`config.mk`:
```
export PLATFORM = sky130hd
export DESIGN_NAME = mem_stage_ctrl
export DESIGN_NICKNAME = d
export VERILOG_FILES = /design/src/rtl/mem_stage_ctrl.sv
export SDC_FILE = /design/constraint.sdc
export NUM_CORES = 1
export LEC_CHECK = 0
export CORE_AREA = 2 2 135 137
export CTS_BUF_LIST = sky130_fd_sc_hd__clkbuf_4 sky130_fd_sc_hd__clkbuf_8
export CTS_CLUSTER_DIAMETER = 200
export DETAILED_ROUTE_END_ITERATION = 7
export DIE_AREA = 0 0 137 139
export MAX_ROUTING_LAYER = met4
export PLACE_DENSITY = 0.75
export SYNTH_ARGS = -nofsm -noshare
export SYNTH_HDL_FRONTEND = slang
export SYNTH_SLANG_ARGS = --single-unit
```
`constraint.sdc`:
```
create_clock -name clkMEMWB -period 5.77 [get_ports clkMEMWB]
set_clock_uncertainty 0.15 [all_clocks]
set_input_delay 1.731 -clock clkMEMWB [delete_from_list [all_inputs] [get_ports clkMEMWB]]
set_output_delay 1.731 -clock clkMEMWB [all_outputs]
set_load 0.01 [all_outputs]
```
`src/rtl/mem_stage_ctrl.sv`:
```
// rtl/mem_stage_ctrl.sv - MEM stage controller: data-memory access, PC redirect, MEM/WB register
//
// Purpose: consumes the EX/MEM pipeline register, runs one data-memory access per
// load/store over a req/ack bus with wait states and a timeout, resolves the
// branch/jump redirect and loads the MEM/WB pipeline register.
//
// Ports:
//   clkMEMWB, rstMEMWB_n         clock (rising edge), asynchronous active-low reset
//   Wb2, Branch, MemRead,        EX/MEM control
//   MemWrite, jump_out
//   tMux32, ZFtAND, AluRes,      EX/MEM data: branch target, zero flag, ALU result,
//   tWriteData, toMEMWB,         store data, destination register, jump target
//   jaddress_out
//   dmem_rdata, dmem_ack         data-memory response (ack is a one-cycle pulse)
//   err_clr                      clears the sticky bus_err flag
//   dmem_req/we/addr/wdata       registered data-memory request
//   PCSrc, pc_target             PC mux redirect (combinational)
//   stall_mem                    freezes IF/ID/EX and EX/MEM
//   Wb3, ReadData, AluResWB,     MEM/WB pipeline register
//   rdWB
//   bus_err                      sticky misalignment/timeout error

module mem_stage_ctrl #(
    parameter int TIMEOUT = 15,
    parameter int CNT_W   = 8
) (
    input  logic        clkMEMWB,
    input  logic        rstMEMWB_n,
    input  logic [1:0]  Wb2,
    input  logic        Branch,
    input  logic        MemRead,
    input  logic        MemWrite,
    input  logic [31:0] tMux32,
    input  logic        ZFtAND,
    input  logic [31:0] AluRes,
    input  logic [31:0] tWriteData,
    input  logic [4:0]  toMEMWB,
    input  logic        jump_out,
    input  logic [31:0] jaddress_out,
    input  logic [31:0] dmem_rdata,
    input  logic        dmem_ack,
    input  logic        err_clr,
    output logic        dmem_req,
    output logic        dmem_we,
    output logic [31:0] dmem_addr,
    output logic [31:0] dmem_wdata,
    output logic        PCSrc,
    output logic [31:0] pc_target,
    output logic        stall_mem,
    output logic [1:0]  Wb3,
    output logic [31:0] ReadData,
    output logic [31:0] AluResWB,
    output logic [4:0]  rdWB,
    output logic        bus_err
);

    typedef enum logic {IDLE, BUSY} state_t;

    localparam logic [CNT_W-1:0] CNT_LAST = CNT_W'(TIMEOUT - 1);

    state_t            state_q, state_d;
    logic [CNT_W-1:0]  cnt_q, cnt_d;
    logic              done_q, done_d;
    logic              req_q, req_d;
    logic              we_q, we_d;
    logic [31:0]       addr_q, addr_d;
    logic [31:0]       wdata_q, wdata_d;
    logic [1:0]        wb3_q, wb3_d;
    logic [31:0]       rdata_q, rdata_d;
    logic [31:0]       alu_q, alu_d;
    logic [4:0]        rd_q, rd_d;
    logic              err_q, err_d;
    logic              err_set;

    logic access;
    logic misaligned;

    assign access     = MemRead | MemWrite;
    assign misaligned = access & (AluRes[1:0] != 2'b00);

    // Redirect is purely combinational; jump wins over a taken branch.
    assign PCSrc     = jump_out | (Branch & ZFtAND);
    assign pc_target = jump_out ? jaddress_out : tMux32;

    always_comb begin
        state_d   = state_q;
        cnt_d     = cnt_q;
        done_d    = done_q;
        req_d     = req_q;
        we_d      = we_q;
        addr_d    = addr_q;
        wdata_d   = wdata_q;
        wb3_d     = wb3_q;
        rdata_d   = rdata_q;
        alu_d     = alu_q;
        rd_d      = rd_q;
        err_set   = 1'b0;
        stall_mem = 1'b0;

        case (state_q)
            IDLE: begin
                if (done_q) begin
                    // EX/MEM still shows the instruction just served: emit a bubble
                    // and wait for the pipeline to advance.
                    wb3_d  = 2'b00;
                    done_d = 1'b0;
                end else if (misaligned) begin
                    err_set = 1'b1;
                    wb3_d   = 2'b00;
                    alu_d   = AluRes;
                    rd_d    = toMEMWB;
                end else if (access) begin
                    stall_mem = 1'b1;
                    req_d     = 1'b1;
                    we_d      = MemWrite;
                    addr_d    = AluRes;
                    wdata_d   = tWriteData;
                    cnt_d     = '0;
                    wb3_d     = 2'b00;
                    alu_d     = AluRes;
                    rd_d      = toMEMWB;
                    state_d   = BUSY;
                end else begin
                    wb3_d = Wb2;
                    alu_d = AluRes;
                    rd_d  = toMEMWB;
                end
            end

            BUSY: begin
                stall_mem = 1'b1;
                // Ack is checked first so it wins over a simultaneous timeout.
                if (dmem_ack) begin
                    req_d   = 1'b0;
                    wb3_d   = Wb2;
                    alu_d   = AluRes;
                    rd_d    = toMEMWB;
                    if (!we_q) begin
                        rdata_d = dmem_rdata;
                    end
                    done_d  = 1'b1;
                    state_d = IDLE;
                end else if (cnt_q == CNT_LAST) begin
                    req_d   = 1'b0;
                    err_set = 1'b1;
                    wb3_d   = 2'b00;
                    done_d  = 1'b1;
                    state_d = IDLE;
                end else begin
                    cnt_d = cnt_q + 1'b1;
                    wb3_d = 2'b00;
                end
            end

            default: begin
                state_d = IDLE;
                req_d   = 1'b0;
            end
        endcase

        if (err_set) begin
            err_d = 1'b1;
        end else if (err_clr) begin
            err_d = 1'b0;
        end else begin
            err_d = err_q;
        end
    end

    always_ff @(posedge clkMEMWB or negedge rstMEMWB_n) begin
        if (!rstMEMWB_n) begin
            state_q <= IDLE;
            cnt_q   <= '0;
            done_q  <= 1'b0;
            req_q   <= 1'b0;
            we_q    <= 1'b0;
            addr_q  <= '0;
            wdata_q <= '0;
            wb3_q   <= '0;
            rdata_q <= '0;
            alu_q   <= '0;
            rd_q    <= '0;
            err_q   <= 1'b0;
        end else begin
            state_q <= state_d;
            cnt_q   <= cnt_d;
            done_q  <= done_d;
            req_q   <= req_d;
            we_q    <= we_d;
            addr_q  <= addr_d;
            wdata_q <= wdata_d;
            wb3_q   <= wb3_d;
            rdata_q <= rdata_d;
            alu_q   <= alu_d;
            rd_q    <= rd_d;
            err_q   <= err_d;
        end
    end

    assign dmem_req   = req_q;
    assign dmem_we    = we_q;
    assign dmem_addr  = addr_q;
    assign dmem_wdata = wdata_q;
    assign Wb3        = wb3_q;
    assign ReadData   = rdata_q;
    assign AluResWB   = alu_q;
    assign rdWB       = rd_q;
    assign bus_err    = err_q;

endmodule

```
### Word-level counts from Yosys, hierarchy flattened

Index checks and enable logic that the tools add are counted.
W data, S select, Z words.

| storage, ports and cells | value |
|---|---|
| bits of input ports | 176 |
| output and inout bits | 172 |
| register bits after elaboration | 148 |
| logic and storage cells | 77 |

| operators by class | value |
|---|---|
| $add $sub $neg | 1 |
| muxes and demuxes | 41 |
| reduce and logical (&&, ||, !) cells | 7 |
| bitwise logic cells | 8 |
| equality and inequality tests | 8 |

Operators by type and width:

| operator | count |
|---|---|
| $mux W32 | 3 |
| $pmux W32 S2 | 1 |
| $mux W8 | 5 |
| $mux W1 | 18 |
| $pmux W8 S2 | 1 |
| $ne A2 B2 Y1 const B | 6 |
| $mux W5 | 2 |
| $pmux W1 S2 | 5 |
| $pmux W5 S2 | 1 |
| $add A8 B1 Y8 const B | 1 |
| $eq A8 B4 Y1 const B | 1 |
| $mux W2 | 4 |
| $reduce_and A4 Y1 | 2 |
| $reduce_and A5 Y1 | 1 |
| $not A1 Y1 | 4 |
| $pmux W2 S2 | 1 |
| $reduce_bool A2 Y1 | 2 |
| $ne A3 B2 Y1 const B | 1 |
| $reduce_and A3 Y1 | 1 |
| $and A1 B1 Y1 | 2 |
| $or A1 B1 Y1 | 2 |
| $reduce_and A2 Y1 | 1 |

### Depth between registers and ports, before layout

Gate-level depths: netlist of the first run.

| depth | value |
|---|---|
| word-level depth | 6 |
| gate-level depth with buffers | 7 |
| gate-level depth less buffers | 5 |

### Least setup slack after synthesis of the first run

Ideal clock, no wire load.

| timing path | value |
|---|---|
| path type | in2out |
| start | input port jump_out |
| end | output port pc_target[10] |
| buffers on the path | 2 |
| data arrival time | 2.676 ns |
| path slack | 1.213 ns |
| cell stages on the path | 3 |
| data required time | 3.889 ns |
| cells stage by stage | clkbuf_1 clkbuf_1 mux2_2 |

| between the ends | value |
|---|---|
| longest elaborated chain between the ends | 1 |

Ends and longest elaborated chain:

| what | line | text |
|---|---|---|
| start, declared | 38 | `input logic jump_out,` |
| $mux W32 | 83 | `assign pc_target = jump_out ? jaddress_out : tMux32;` |
| end, declared | 48 | `output logic [31:0] pc_target,` |

Every way passes these cells.

### Final worst setup path of the first run

| timing path | value |
|---|---|
| start | input port jump_out |
| end | output port pc_target[6] |

The elaborated chain is that of the path after synthesis.

==> results of run 1 <==
layout make-up:
cell class	instances	area (um^2)	share of cell area
sequential	148	3700	0.359
clock buffer	18	248	0.0240
multi-input combinational	223	2370	0.230
inverter	3	11.3	0.00109
tap	229	287	0.0278
clock inverter	14	183	0.0177
timing repair buffer	352	3510	0.340
power by group:
group | switching, mW | leakage, nW | internal [mW]
sequential | 0.160 | 1.77 | 1.33
clock | 0.442 | 0.220 | 0.419
combinational | 0.484 | 2.36 | 0.894
per-layer routing:
metal	wire length (um)	part of all wire	vias up
met5	0	0	-
met3	1700	0.092	31
met1	7460	0.40	2291
met4	367	0.020	0
li1	-	-	2127
met2	8990	0.49	224
placed cells by master (no fill, tap or decap), drive strengths merged, types with 2 or more instances in the layout:
master,instances
nor3,2
clkbuf,18
bufinv,2
nor2,3
o31ai,7
o21ai,3
or2,3
a21oi,3
dfrtp,148
ha,2
o21bai,2
and2,2
nand4b,2
nand2,4
or3,4
buf,6
mux2i,5
mux2,164
clkdlybuf4s50,346
inv,12
clkinv,3
nor2b,4
how the worst max path moves through the flow:
stage	startpoint	endpoint
after floorplan	jump_out	pc_target[10]
after global placement	AluRes[1]	stall_mem
after detailed placement	jump_out	pc_target[6]
after CTS	jump_out	pc_target[6]
after global routing	jump_out	pc_target[6]
final	jump_out	pc_target[6]
logic make-up after synthesis:
logic type      share of synthesized area
mux                                 0.321
buf+inv                            0.0237
simple gates                       0.0304
fa+ha+maj                         0.00402
compound gates                     0.0253
flops                               0.595
worst max-delay path, cell delays in order:
cell and delay (ps):
clkdlybuf4s50_1 450, buf_4 360, mux2_2 400, clkdlybuf4s50_1 500
stage by stage:
stage               worst slack (ps)  total power [mW]  hold WS (ps)
floorplan                       1210              2.03           328
CTS                              446              3.77           345
finish                           431              3.72           337
global placement                 455              2.86           318
global route                     368              3.93           372
detailed placement               448              2.89           322
sequential cells by signal, indices dropped and copies added (netlist names):
signal,cells
dmem_req,1
dmem_addr,32
rdWB,5
cnt_q,8
state_q,1
dmem_wdata,32
bus_err,1
AluResWB,32
done_q,1
Wb3,2
dmem_we,1
ReadData,32
==> impl_results.md, run 1 <==
- Final Slew Violations: 0
- Hold path depth: 1
- Final Non-Filler Cells: 987
- DRC violation count after routing: 0
- Ys flop type: dfrtp_1
- RSZ-0062 raised after global routing: no
- Area Growth Syn to Fin: 65.8%
- Layout fillers: 1,408
- Setup violators final: 0
- Placed Instances: 955
- Synth Net Count: 573
- HP Class: flip-flop to flip-flop
- Crit share post-route: 0.925
- DRT antenna net count: 0
- Synth top area cells: dfrtp_1 (60%), mux2_2 (24%), mux2_4 (6.5%)
- Top-count cell post-synth: dfrtp_1
- Synth Register Bits: 148
- Ys async rst share: 1.00
- Global Route met2 Usage: 0.321
- Initial DRT Pass Iterations: 4
- Setup CP Type: primary input to primary output
- Crit-path max FO: 33
- Core region area: 0.0177 mm^2
- # rows: 49
- Total CTS buffers: 17
- Worst Tran Pin Value: 1080 ps
- PortBufs: 347
- Worst Hold End: dmem_addr[0]
- Vias in the first global route: 5,060
- CTS Buffer Depth: 2
- H-Tree Level Count: 4
- Total wire length: 18,500 um
- Reg2reg end: dmem_addr[25]
- Tot GR Track Use: 0.202
- Die ar.: 0.0190 mm^2
- Worst IR drop on VDD: 0.238 mV
- CP Launch Type: primary input
- GRT met3 Usage: 0.0716
- Ys Warns: 0
- Iteration-0 DRC count of the detailed router: 160
- Outcome: finished clean
- CTS Root Cell: clkbuf_8
- Max Freq: 0.187 GHz
- Post-CTS setup buffers: 0
- CTS resizes: 0
- Post-synth EDFFs: 0
- Worst EP arrival: 3460 ps
- Share of layout cells above drive strength 1: 0.270
- Synth cell count leaders: dfrtp_1 (148), mux2_2 (135), mux2_4 (27), o31ai_1 (7), buf_6 (6)
- Clk slew on worst S/H paths: 80 ps
- Max Cap Viol: 0
- Mapped Cells: 395
- Chip height: 139 um
- Crit end category: primary output
- FF-to-FF setup slack: 3170 ps
- Final Util: 0.584
- Num ports: 348
- Minimum clock period: 5340 ps
- Leakage: 4.35 nW
- CTS sink cnt: 148
- Netlist cell types: 39
- Top cell type by total area after synthesis: dfrtp_1
- Via-per-instance ratio: 4.73
- Largest net degree at the start of global routing: 74
- Top Usage Layer GRT: met2
- Initial core utilization: 0.352
- Global-route wire length before repair: 28,400 um
- CTS tree: yes
- Final hold viol count: 0
- Dpl hpwl: 14,200 um
- Worst relative slew slack: 0.282
- Initial antenna violation count: 0
- Worst R2R Path Depth: 3
- M1 GR Usage: 0.240
- Reg2reg start: state_q
- GRT overflow: 0
- Pwr dens: 361 mW/mm^2
- Worst-skew pair later-pin latency: 440 ps
- Worst Path Required: 3890 ps
- DP Area: 0.00989 mm^2
- WL per Instance: 18.8 um
- Post-Syn Area: 0.00622 mm^2
- Die width: 137 um
- Share of the yosys chip area belonging to registers: 0.595
- Via Count: 4,673
- Number of nets in the layout: 923
- Min-delay src: dmem_addr[0]
- Ant diodes: 0
- Area share of the largest cell type after synthesis: 0.595
- Count of hold-fix buffers inserted at cts: 0
- Post-route cell area: 0.0103 mm^2
- Placer congestion estimate: 1.26
- Avg Inst Size Synth: 15.7 um^2
- Setup TNS: 0 ps
Note: power is estimated with default switching activity, not from simulation.
==> run 2, diff against run 1 <==
==> config.mk (replaced) <==
export PLATFORM = sky130hd
export DESIGN_NAME = mem_stage_ctrl
export DESIGN_NICKNAME = d
export VERILOG_FILES = /design/src/rtl/mem_stage_ctrl.sv
export SDC_FILE = /design/constraint.sdc
export NUM_CORES = 1
export LEC_CHECK = 0
export CORE_MARGIN = 2
export CORE_UTILIZATION = 25
export CTS_BUF_LIST = sky130_fd_sc_hd__clkbuf_4 sky130_fd_sc_hd__clkbuf_8
export CTS_CLUSTER_DIAMETER = 200
export DETAILED_ROUTE_END_ITERATION = 7
export MAX_ROUTING_LAYER = met4
export SYNTH_ARGS = -nofsm -noshare
export SYNTH_HDL_FRONTEND = slang
export SYNTH_SLANG_ARGS = --single-unit
==> impl_results.md, run 2 (synthesis gave the netlist of run 1 again) <==
- NetSw: 1.09 mW (about the same)
- Global-route wire length before repair: 28,400 um (about the same)
- Initial core utilization: 0.255 (was 0.352)
- CTS sink cnt: 148 (unchanged)
- Via Count: 4,668 (was 4,673)
- Tot GR Track Use: 0.148 (was 0.202)
- Total wire length: 19,200 um (was 18,500 um)
- RSZ-0062 raised after global routing: no (unchanged)
- Total CTS buffers: 17 (unchanged)
- Max Freq: 0.189 GHz (was 0.187 GHz)
- Combinational power share: 0.370 (about the same)
- Sequential Power Share: 0.398 (was 0.399)
- Post-CTS setup buffers: 0 (unchanged)
- Iteration-0 DRC count of the detailed router: 87 (was 160)
- Crit-path max FO: 9 (was 33)
- H-Tree Level Count: 4 (unchanged)
- Layout fillers: 2,301 (was 1,408)
- Hold path depth: 1 (unchanged)
- Reg2reg end: dmem_addr[22] (was dmem_addr[25])
- Final worst slack: 466 ps (was 431 ps)
- Clk slew on worst S/H paths: 80 ps (about the same)
- CTS Buffer Depth: 2 (unchanged)
- WL per Instance: 17.8 um (was 18.8 um)
- Commonest non-fill, non-tap cell in the layout: clkdlybuf4s50_1 (unchanged)
- DP Area: 0.0100 mm^2 (was 0.00989 mm^2)
- Area Growth Syn to Fin: 68.0% (was 65.8%)
- HP Class: flip-flop to flip-flop (unchanged)
- Worst Hold End: dmem_wdata[17] (was dmem_addr[0])
- Die ar.: 0.0262 mm^2 (was 0.0190 mm^2)
- Post-route cell area: 0.0105 mm^2 (was 0.0103 mm^2)
- Most frequent cells in the layout: clkdlybuf4s50_1 (346), dfrtp_1 (148), mux2_2 (135), mux2_4 (27), clkbuf_8 (17) (was clkdlybuf4s50_1 (346), dfrtp_1 (148), mux2_2 (135), mux2_4 (27), clkbuf_8 (18))
- Worst slack, placed: 450 ps (was 448 ps)
- Core region area: 0.0244 mm^2 (was 0.0177 mm^2)
- Worst IR drop on VDD: 0.188 mV (was 0.238 mV)
- Worst R2R Path Depth: 4 (was 3)
- Largest net degree at the start of global routing: 85 (was 74)
- Initial DRT Pass Iterations: 4 (unchanged)
- Worst relative slew slack: 0.289 (was 0.282)
- Pwr dens: 356 mW/mm^2 (was 361 mW/mm^2)
- Minimum clock period: 5300 ps (was 5340 ps)
- Count of hold-fix buffers inserted at cts: 0 (unchanged)
- GRT overflow: 0 (unchanged)
- Setup TNS: 0 ps (unchanged)
- Dpl hpwl: 14,500 um (was 14,200 um)
- CP Launch Type: primary input (unchanged)
- Ant diodes: 0 (unchanged)
- PortBufs: 347 (unchanged)
- FF-to-FF setup slack: 3030 ps (was 3170 ps)
- Placer congestion estimate: 0.757 (was 1.26)
- Chip height: 162 um (was 139 um)
- Max Cap Viol: 0 (unchanged)
- Number of nets in the layout: 923 (unchanged)
- CTS tree: yes (unchanged)
- # rows: 57 (was 49)
- Final Util: 0.428 (was 0.584)
- Leakage: 4.35 nW (about the same)
- Share of layout cells above drive strength 1: 0.270 (unchanged)
- Worst EP arrival: 3420 ps (was 3460 ps)
- Crit share post-route: 0.919 (was 0.925)
- Internal power: 2.63 mW (was 2.64 mW)
- Die width: 162 um (was 137 um)
- DRC violation count after routing: 0 (unchanged)
- Design Power: 3.72 mW (about the same)
- Vias in the first global route: 4,932 (was 5,060)
- Setup violators final: 0 (unchanged)
- Setup CP Type: primary input to primary output (unchanged)
- Reg2reg start: state_q (unchanged)
- CTS Root Cell: clkbuf_8 (unchanged)
- CTS resizes: 0 (unchanged)
- Final Slew Violations: 0 (unchanged)
- Switching share of power: 0.294 (was 0.291)
- Initial antenna violation count: 0 (unchanged)
- Final hold viol count: 0 (unchanged)
- Min-delay src: dmem_wdata[17] (was dmem_addr[0])
- DRT antenna net count: 0 (unchanged)
- Worst Path Required: 3890 ps (about the same)
- Worst Tran Pin Value: 1060 ps (was 1080 ps)
- Outcome: finished clean (unchanged)
- Crit end category: primary output (unchanged)
- Num ports: 348 (unchanged)
- Clock network power share: 0.232 (was 0.231)
- Via-per-instance ratio: 4.31 (was 4.73)
- Worst-skew pair later-pin latency: 440 ps (about the same)
## run 2: area by class of cell
type / count / area [um^2] / area share
flip-flops and latches: 148 / 3700 / 0.354
repair buffers: 352 / 3540 / 0.338
multi-input cells: 223 / 2370 / 0.227
well taps: 324 / 405 / 0.0388
clock buffers: 17 / 234 / 0.0224
clock inverters: 15 / 186 / 0.0178
inverters: 3 / 11.3 / 0.00108
## run 2: power by group through the flow
| stage | sequential, mW | clock, mW | combinational (mW) |
|---|---|---|---|
| 3_3_place_gp | 1.49 | 0 | 1.39 |
| 4_1_cts | 1.48 | 0.907 | 1.40 |
| 2_1_floorplan | 1.62 | 0 | 0.401 |
| 6_report | 1.48 | 0.861 | 1.38 |
| 5_1_grt | 1.52 | 0.945 | 1.46 |
| 3_5_place_dp | 1.50 | 0 | 1.39 |
## run 2: worst max path at each step
stage / slack, ps / cells past startpoint / end / startpoint
2_1_floorplan: 1210 / 3 / pc_target[10] / jump_out
3_3_place_gp: 470 / 4 / stall_mem / AluRes[1]
3_5_place_dp: 450 / 4 / stall_mem / AluRes[1]
4_1_cts: 450 / 4 / stall_mem / AluRes[1]
5_1_grt: 420 / 4 / stall_mem / AluRes[1]
6_report: 470 / 4 / stall_mem / AluRes[1]
## run 2: critical path, stage by stage
cell and delay (ps):
clkdlybuf4s50_1 420, or2_2 430, o31ai_1 250, clkdlybuf4s50_1 590
## run 2: metrics by stage
step | hold WS (ps) | instances
3_5_place_dp | 328 | 1050
2_1_floorplan | 328 | 395
5_1_grt | 362 | 1082
6_report | 341 | 1082
4_1_cts | 348 | 1082
3_3_place_gp | 320 | 1050
## run 2: per-layer routing
layer  track usage  part of all wire  vias up
met3        0.0587             0.095       17
met1         0.163              0.39     2284
met2         0.249              0.50      241
met5             -                 0        -
li1              -                 -     2126
met4        0.0434             0.016        0
